--- src/rtl/pkt_pkg.sv ---
// Shared packet definitions for the 3-byte {header, addr, data, footer} frame.
// Used by both the transmitter and the matching receiver.
package pkt_pkg;

    localparam logic [2:0] PKT_HEADER = 3'b101;
    localparam int ADDR_W    = 10;
    localparam int DATA_W    = 8;
    localparam int FOOTER_W  = 3;
    localparam int PKT_W     = 24;
    localparam int PKT_BYTES = 3;

    typedef enum logic [1:0] {
        PKT_IDLE,
        PKT_LOAD,
        PKT_WAIT,
        PKT_DONE
    } pkt_state_t;

    typedef enum logic [1:0] {
        UART_IDLE,
        UART_START,
        UART_DATA,
        UART_STOP
    } uart_state_t;

    function automatic logic [PKT_W-1:0] pkt_pack(
        input logic [ADDR_W-1:0]   addr,
        input logic [DATA_W-1:0]   data,
        input logic [FOOTER_W-1:0] footer
    );
        return {PKT_HEADER, addr, data, footer};
    endfunction

endpackage

--- src/rtl/uart_tx_byte.sv ---
// 8N1 UART byte serialiser: start bit, 8 data bits LSB first, one stop bit.
// done pulses on the last cycle of the stop bit so the next byte can follow immediately.
module uart_tx_byte
    import pkt_pkg::*;
#(
    parameter int FREQ = 100_000_000,
    parameter int BAUD = 625_000
) (
    input  logic       clk,
    input  logic       rst,
    input  logic       start,
    input  logic [7:0] din,
    output logic       txd,
    output logic       done,
    output logic       busy
);

    localparam int CLKS_PER_BIT = FREQ / BAUD;
    localparam int CNT_BITS = (CLKS_PER_BIT > 1) ? $clog2(CLKS_PER_BIT) : 1;
    localparam logic [CNT_BITS-1:0] CNT_LAST = CNT_BITS'(CLKS_PER_BIT - 1);
    localparam logic [CNT_BITS-1:0] CNT_ONE  = CNT_BITS'(1);

    uart_state_t         r_state;
    uart_state_t         w_state_nxt;
    logic [CNT_BITS-1:0] r_cnt;
    logic [CNT_BITS-1:0] w_cnt_nxt;
    logic [2:0]          r_bit_idx;
    logic [2:0]          w_bit_idx_nxt;
    logic [7:0]          r_shift;
    logic [7:0]          w_shift_nxt;
    logic                r_txd;
    logic                w_txd_nxt;
    logic                w_bit_end;

    assign w_bit_end = (r_cnt == CNT_LAST);

    always_comb begin
        w_state_nxt   = r_state;
        w_cnt_nxt     = r_cnt;
        w_bit_idx_nxt = r_bit_idx;
        w_shift_nxt   = r_shift;
        w_txd_nxt     = r_txd;
        case (r_state)
            UART_IDLE: begin
                w_txd_nxt = 1'b1;
                w_cnt_nxt = '0;
                if (start) begin
                    w_state_nxt   = UART_START;
                    w_txd_nxt     = 1'b0;
                    w_shift_nxt   = din;
                    w_bit_idx_nxt = 3'd0;
                end
            end
            UART_START: begin
                if (w_bit_end) begin
                    w_cnt_nxt   = '0;
                    w_state_nxt = UART_DATA;
                    w_txd_nxt   = r_shift[0];
                end else begin
                    w_cnt_nxt = r_cnt + CNT_ONE;
                end
            end
            UART_DATA: begin
                if (w_bit_end) begin
                    w_cnt_nxt = '0;
                    if (r_bit_idx == 3'd7) begin
                        w_state_nxt = UART_STOP;
                        w_txd_nxt   = 1'b1;
                    end else begin
                        // Next bit is read from the unshifted copy so txd lands on the boundary.
                        w_bit_idx_nxt = r_bit_idx + 3'd1;
                        w_shift_nxt   = {1'b0, r_shift[7:1]};
                        w_txd_nxt     = r_shift[1];
                    end
                end else begin
                    w_cnt_nxt = r_cnt + CNT_ONE;
                end
            end
            UART_STOP: begin
                if (w_bit_end) begin
                    w_cnt_nxt   = '0;
                    w_state_nxt = UART_IDLE;
                end else begin
                    w_cnt_nxt = r_cnt + CNT_ONE;
                end
            end
            default: begin
                w_state_nxt = UART_IDLE;
                w_txd_nxt   = 1'b1;
            end
        endcase
    end

    always_ff @(posedge clk) begin
        if (rst) begin
            r_state   <= UART_IDLE;
            r_cnt     <= '0;
            r_bit_idx <= 3'd0;
            r_shift   <= 8'h00;
            r_txd     <= 1'b1;
        end else begin
            r_state   <= w_state_nxt;
            r_cnt     <= w_cnt_nxt;
            r_bit_idx <= w_bit_idx_nxt;
            r_shift   <= w_shift_nxt;
            r_txd     <= w_txd_nxt;
        end
    end

    assign txd  = r_txd;
    assign done = (r_state == UART_STOP) && w_bit_end;
    assign busy = (r_state != UART_IDLE);

endmodule

--- src/rtl/pkt_uart_tx.sv ---
// Packet transmitter: accepts {addr, data, footer}, frames it behind header 3'b101
// and sends the three bytes over 8N1 UART with a one-cycle idle gap between bytes.
module pkt_uart_tx
    import pkt_pkg::*;
#(
    parameter int FREQ  = 100_000_000,
    parameter int BAUD  = 625_000,
    parameter int CNT_W = 16
) (
    input  logic                clk,
    input  logic                rst,
    input  logic                pkt_valid,
    output logic                pkt_ready,
    input  logic [ADDR_W-1:0]   pkt_addr,
    input  logic [DATA_W-1:0]   pkt_data,
    input  logic [FOOTER_W-1:0] pkt_footer,
    output logic                txd,
    output logic                tx_en,
    output logic [7:0]          tx_byte,
    output logic                busy,
    output logic [CNT_W-1:0]    count_packets
);

    localparam logic [1:0] LAST_IDX = 2'(PKT_BYTES - 1);

    // valid/ready: a packet is taken on any rising edge where pkt_valid && pkt_ready;
    // pkt_ready is a pure function of state so the sender may hold valid as long as it likes.
    pkt_state_t       r_state;
    pkt_state_t       w_state_nxt;
    logic [1:0]       r_idx;
    logic [1:0]       w_idx_nxt;
    logic [PKT_W-1:0] r_word;
    logic [CNT_W-1:0] r_count_packets;
    logic             w_accept;
    logic             w_start;
    logic [7:0]       w_byte;
    logic             w_ser_txd;
    logic             w_ser_done;
    logic             w_ser_busy;

    assign w_accept = pkt_valid && (r_state == PKT_IDLE);

    always_comb begin
        case (r_idx)
            2'd0:    w_byte = r_word[23:16];
            2'd1:    w_byte = r_word[15:8];
            default: w_byte = r_word[7:0];
        endcase
    end

    always_comb begin
        w_state_nxt = r_state;
        w_idx_nxt   = r_idx;
        w_start     = 1'b0;
        case (r_state)
            PKT_IDLE: begin
                if (w_accept) begin
                    w_state_nxt = PKT_LOAD;
                    w_idx_nxt   = 2'd0;
                end
            end
            PKT_LOAD: begin
                w_start     = 1'b1;
                w_state_nxt = PKT_WAIT;
            end
            PKT_WAIT: begin
                if (w_ser_done) begin
                    if (r_idx == LAST_IDX) begin
                        w_state_nxt = PKT_DONE;
                    end else begin
                        w_idx_nxt   = r_idx + 2'd1;
                        w_state_nxt = PKT_LOAD;
                    end
                end
            end
            PKT_DONE: begin
                w_state_nxt = PKT_IDLE;
            end
            default: begin
                w_state_nxt = PKT_IDLE;
            end
        endcase
    end

    always_ff @(posedge clk) begin
        if (rst) begin
            r_state         <= PKT_IDLE;
            r_idx           <= 2'd0;
            r_word          <= '0;
            r_count_packets <= '0;
        end else begin
            r_state <= w_state_nxt;
            r_idx   <= w_idx_nxt;
            if (w_accept) begin
                r_word <= pkt_pack(pkt_addr, pkt_data, pkt_footer);
            end
            if (r_state == PKT_DONE) begin
                r_count_packets <= r_count_packets + CNT_W'(1);
            end
        end
    end

    uart_tx_byte #(
        .FREQ (FREQ),
        .BAUD (BAUD)
    ) u_ser (
        .clk   (clk),
        .rst   (rst),
        .start (w_start),
        .din   (w_byte),
        .txd   (w_ser_txd),
        .done  (w_ser_done),
        .busy  (w_ser_busy)
    );

    assign pkt_ready     = (r_state == PKT_IDLE);
    assign tx_en         = w_start;
    assign tx_byte       = w_start ? w_byte : 8'h00;
    assign busy          = (r_state != PKT_IDLE) || w_ser_busy;
    assign count_packets = r_count_packets;
    assign txd           = w_ser_txd;

endmodule

--- config.mk ---
export PLATFORM = sky130hd
export DESIGN_NAME = pkt_uart_tx
export DESIGN_NICKNAME = d
export VERILOG_FILES = /design/src/rtl/pkt_pkg.sv /design/src/rtl/uart_tx_byte.sv /design/src/rtl/pkt_uart_tx.sv
export SDC_FILE = /design/constraint.sdc
export NUM_CORES = 1
export LEC_CHECK = 0
export BUFFER_PORTS_ARGS = -buffer_cell sky130_fd_sc_hd__buf_4
export CORE_UTILIZATION = 35
export CTS_CLUSTER_DIAMETER = 60
export DETAILED_ROUTE_END_ITERATION = 16
export HOLD_SLACK_MARGIN = 0.06
export PLACE_DENSITY = 0.66
export SLEW_MARGIN = 5
export SYNTH_ARGS = -nofsm -noshare
export SYNTH_HDL_FRONTEND = slang
export SYNTH_SLANG_ARGS = --single-unit
--- constraint.sdc ---
create_clock -name clk -period 2.35 [get_ports clk]
set_input_delay 0.5875 -clock clk [delete_from_list [all_inputs] [get_ports clk]]
set_output_delay 0.5875 -clock clk [all_outputs]
set_load 0.02 [all_outputs]
### After elaboration in Yosys (flattened, before gate mapping)

Cells that the tools add are included.

| operators by class | value |
|---|---|
| add/sub/neg operators | 4 |
| eq/ne operators | 19 |
| multiplexer cells | 32 |
| reduce and logical (&&, ||, !) cells | 17 |

Operator list:

| kind | count |
|---|---|
| $pmux 8 s2 | 3 |
| $mux 8 | 5 |
| $mux 2 | 11 |
| $add 16x1->16 const B | 1 |
| $pmux 2 s4 | 2 |
| $ne 2x1->1 const B | 6 |
| $eq 2x2->1 const B | 5 |
| $mux 3 | 3 |
| $add 8x1->8 const B | 1 |
| $eq 8x8->1 const B | 1 |
| $reduce_and 4->1 | 2 |
| $reduce_bool 2->1 | 4 |
| $eq 2x1->1 const B | 3 |
| $logic_not 2->1 | 3 |
| $ne 2x2->1 const B | 3 |
| $pmux 3 s2 | 1 |
| $mux 1 | 5 |
| $reduce_and 5->1 | 1 |
| $pmux 2 s2 | 1 |
| $add 3x1->3 const B | 1 |
| $eq 3x3->1 const B | 1 |
| $pmux 1 s3 | 1 |
| $reduce_and 3->1 | 1 |
| $reduce_bool 3->1 | 1 |
| 5 further kinds | 6 |

| storage, ports and cells | value |
|---|---|
| flip-flop bits (word level) | 64 |
| input bits | 24 |
| output and inout bits | 28 |
| word-level logic and storage cells | 81 |

### Depth between registers and ports, before layout

| logic depth | value |
|---|---|
| word-level depth | 4 |
| depth in mapped cells | 8 |
| depth with buffers taken out | 6 |

### Cells and area by module

Synthesis repeated with hierarchy kept, for this count alone.

| unflattened totals | value |
|---|---|
| cell total of the unflattened synthesis | 368 |
| area, all modules | 3044.2 µm² |

By module, submodules not included:

| module | times used | cells an instance | area each (µm²) | sequential area each (µm²) |
|---|---|---|---|---|
| pkt_uart_tx | 1 | 240 | 1895.6 | 840.8 |
| uart_tx_byte | 1 | 128 | 1148.6 | 440.4 |

### Worst setup path after synthesis

OpenSTA, ideal clock, no wires.

| timing | value |
|---|---|
| path type | register -> register |
| start | reg u_ser.r_state[0] |
| end | reg u_ser.r_state[0] |
| setup time | 0.086 ns |
| arrival time | 2.106 ns |
| data required time | 2.264 ns |
| setup slack | 0.158 ns |
| cell stages (with the launch flop) | 7 |
| path buffers | 0 |
| clock period less this slack | 2.192 ns |
| cells stage by stage | dfxtp_1 inv_1 ha_1 or4b_2 o32ai_1 mux2_2 a211oi_1 |

| between the ends | value |
|---|---|
| longest elaborated chain between the ends | 3 |
| elaborated cells between the ends (all ways) | 11 |
| classes of those cells | eq/ne (8); mux (1); reduce/logical (2) |

Ends and longest elaborated chain:

| what | line | text |
|---|---|---|
| start, declared | uart_tx_byte.sv:23 | `uart_state_t r_state;` |
| start signal, assigned | uart_tx_byte.sv:102 | `r_state <= w_state_nxt;` |
| $eq 2x2->1 (tied with other cells) | uart_tx_byte.sv:43 | `case (r_state)` |
| $ne 2x1->1 (no line) / $ne 2x2->1 (equally long branches) | n/a |  |
| $reduce_and 5->1 (no line) | n/a |  |

Several ways; a longest one is shown, not always the timed one.
A chain may end at the register's enable or synchronous reset.

### Worst setup path after layout

| timing | value |
|---|---|
| start | reg r_idx[0] |
| end | out tx_byte[7] |

| between the ends | value |
|---|---|
| longest elaborated chain between the ends | 3 |
| elaborated cells between the ends (all ways) | 4 |
| classes of those cells | eq/ne (1); mux (2); reduce/logical (1) |

Ends and longest elaborated chain:

| what | line | text |
|---|---|---|
| start, declared | pkt_uart_tx.sv:30 | `logic [1:0] r_idx;` |
| start signal, assigned | pkt_uart_tx.sv:93 | `r_idx <= w_idx_nxt;` |
| $eq 2x1->1 / $logic_not 2->1 (equally long branches) | pkt_uart_tx.sv:44 | `case (r_idx)` |
| $pmux 8 s2 (*) | pkt_uart_tx.sv:44 |  |
| $mux 8 (*) | pkt_uart_tx.sv:118 | `assign tx_byte = w_start ? w_byte : 8'h00;` |
| end, declared | pkt_uart_tx.sv:19 | `output logic [7:0] tx_byte,` |

Every way passes the cells marked *; elsewhere a longest branch is shown, timed or not.

==> flow_summary.ini <==
[logic_synthesis]
synth_edf_count = 0
synth_area_um2 = 3027
synth-async-reset-ratio_pct = 0
synth-seq-cells = 64
syn_nets = 404
syn_area_per_cell_um2 = 8.225
ys_seq_area_share_pct = 42.33
syn_inst = 368
ys.flop_type = dfxtp_1
ys_warn_count = 0
synthDistinctLibCells = 44

[clock_tree]
cts_tree = done
numClockSinks = 64
cts-buffers-inserted = 9
clock-root-buffer = clkbuf_8
insertion_delay_ns = 0.34
holdBufCountCts = 0
post_cts_buffers = 0
htree_num_levels = 3
clock_path_buffers = 2
path_clk_slew_ns = 0.07

[worst_setup_path]
worstSetupEndpointType = primary output
rr_worst_depth = 6
crit_type = reg -> out
r2r-end = u_ser.r_state[0]$_SDFFE_PP0P_
crit_path_start = r_idx[0]$_SDFFE_PP0P_
ff2ff_setup_slack_ns = 0.12
critPathLaunchType = flip-flop
critPathRequiredTime_ns = 1.76
path_max_fanout = 8
cp.arrival_ns = 1.71
r2r-start = u_ser.r_state[0]$_SDFFE_PP0P_

[drt]
vias = 2761
wire_per_inst_um = 13.70
drtAntennaViolNets = 0
post-route-drc-count = 0
drt_first_pass_iters = 4
wl_mm = 7.177
drt_iter0_drc = 153
routed_via_density = 5.269

[power_and_ir_drop]
ir_drop_mv = 0.3053
cellPowerDensity_nw_per_um2 = 834.8
p_leak_nw = 1.520
power.total_mw = 3.179

[floorplanning]
die_x_um = 94.99
die_y_um = 94.99
ios = 52
initial_core_util_pct = 36.47
fp.dieArea_um2 = 9023
fp-row-count = 33
core_um2 = 8299

[global_routing]
grt.overflow.total = 0
grt_first_pass_wirelength_mm = 11.59
antenna_found_initial = 0
grt_max_degree = 38
grt_pass1_vias = 2441
grt_usage_pct = 16.72

[hold_path]
hold_path_end = r_word[6]$_SDFFE_PP0P_
worstHoldStart = r_word[6]$_SDFFE_PP0P_
hold_depth = 2
hp-class = reg -> reg

[placement]
dp_hpwl_mm = 4.952
port_buffers = 51
finalWeightedCongestion = 0.8803

[sta]
setup_viol = 0
timing.final.max_slew_violations = 0
post-route-period-util_pct = 97.85
rsz0062_at_grt = true
finClkSkew_ns = 0.006222
period_minus_slack_ns = 2.299
timing.hold.ws_ns = 0.4555
worstMarginPinSlew_ns = 0.5396
final-hold-violation-count = 0
fmax_mhz = 434.9
max_slew_margin_pct = 64.03

[job]
maxCapViolations = 0

[final_layout]
final_cell_mix = 62 x dfxtp_1, 58 x nand2_1, 56 x buf_4, 44 x a21oi_1, 36 x nor2_1
layout_commonest_cell = dfxtp_1
drive_gt1_share_pct = 20.76
area_delta_synth_final_pct = 25.84
n_antenna_cell = 0
nNetsFinal = 450

[status]
outcome = completed
[synthesized netlist by cell type, types with 2 or more instances]
master / number / area share (%)
a221oi_1: 2 / 0.58
and4_1: 5 / 1.4
and2_1: 3 / 0.62
nand2b_1: 5 / 1.0
a22o_1: 5 / 1.4
buf_2: 2 / 0.33
nor2_1: 37 / 4.6
nand2_1: 58 / 7.2
o2111ai_1: 6 / 1.7
clkbuf_1: 17 / 2.1
inv_1: 9 / 1.1
xor2_1: 16 / 4.6
a211o_1: 7 / 2.0
o31ai_1: 2 / 0.50
o31a_1: 2 / 0.58
dfxtp_1: 64 / 42
or3_1: 3 / 0.62
nor2b_1: 2 / 0.41
o311ai_0: 3 / 0.87
nand3_1: 11 / 1.8
buf_1: 3 / 0.37
ha_1: 12 / 5.0
a211oi_1: 2 / 0.50
nor3_1: 3 / 0.50
xnor2_1: 3 / 0.87
nor3b_1: 2 / 0.50
o21ai_0: 15 / 2.5
nand4_1: 10 / 2.1
a21oi_1: 44 / 7.3
[routing by layer]
metal	up-vias	routed length, um	GRT usage (%)
met5	-	0	0
met1	1296	3304	22.28
met4	0	76	5.682
met2	65	3403	25.72
met3	7	393	4.831
li1	1393	-	-
[state kept, by name, summed over array words and instances, names as in the netlist]
signal           cells
u_ser.r_shift        8
r_word              22
r_idx                2
u_ser.r_cnt          8
u_ser.r_state        2
u_ser.r_bit_idx      3
count_packets       16
r_state              2
u_ser.txd            1
[area by class of cell]
type                    count  area, um^2
well taps                 105       131.4
flip-flops and latches     64        1284
multi-input cells         273        1684
repair buffers             57       431.7
inverters                   9       33.78
clock inverters             7       120.1
clock buffers               9       123.9
fillers                   801        4491
[where the power goes]
group | switching, mW | internal [mW] | leakage, nW | total, mW
clock network | 0.441 | 0.706 | 0.119 | 1.15
registers | 0.0692 | 1.18 | 0.522 | 1.24
logic | 0.498 | 0.290 | 0.879 | 0.788
[per-stage QoR]
| stage | cells | area, um^2 | worst slack [ns] | TNS, ns | util (%) |
|---|---|---|---|---|---|
| final | 524 | 3809 | 0.05051 | 0 | 45.89 |
| after global routing | 524 | 3809 | -0.04035 | -0.04035 | 45.89 |
| after CTS | 524 | 3781 | 0.02111 | 0 | 45.56 |
| after detailed placement | 508 | 3501 | 0.09013 | 0 | 42.18 |
| after global placement | 508 | 3501 | 0.1644 | 0 | 42.18 |
| after floorplan | 368 | 3027 | 0.1582 | 0 | - |
[worst max path at each step]
stage / to / slack (ns)
detailed placement: u_ser.r_state[0]$_SDFFE_PP0P_ / 0.09
finish: tx_byte[7] / 0.05
global placement: u_ser.r_state[0]$_SDFFE_PP0P_ / 0.16
global route: tx_byte[7] / -0.04
floorplan: u_ser.r_state[0]$_SDFFE_PP0P_ / 0.16
CTS: tx_byte[7] / 0.02
[worst max-delay path, stage by stage (launching register included)]
cell and delay [ns]:
dfxtp_2 0.36, inv_1 0.10, ha_4 0.21, and2_1 0.19, a221oi_2 0.22, nor2_1 0.10
buf_4 0.19
[cell families (layout without fill, tap and decap cells)]
family	Yosys count	after routing	share of synthesized area, %
xor+xnor	19	19	5.498
simple gates	143	143	21.95
fa+ha+maj	12	12	4.961
compound gates	98	98	20.96
buf+inv	31	82	3.927
flops	64	64	42.33
mux	1	1	0.3720
[repair_timing]
| item | CTS | global route |
|---|---|---|
| pin swaps | 0 | 1 |
| gates resized for setup | 8 | 5 |
| gates cloned | 0 | 0 |
| endpoints found under the setup margin | 8 | 9 |
No activity file was read; power rests on OpenSTA's default activity.
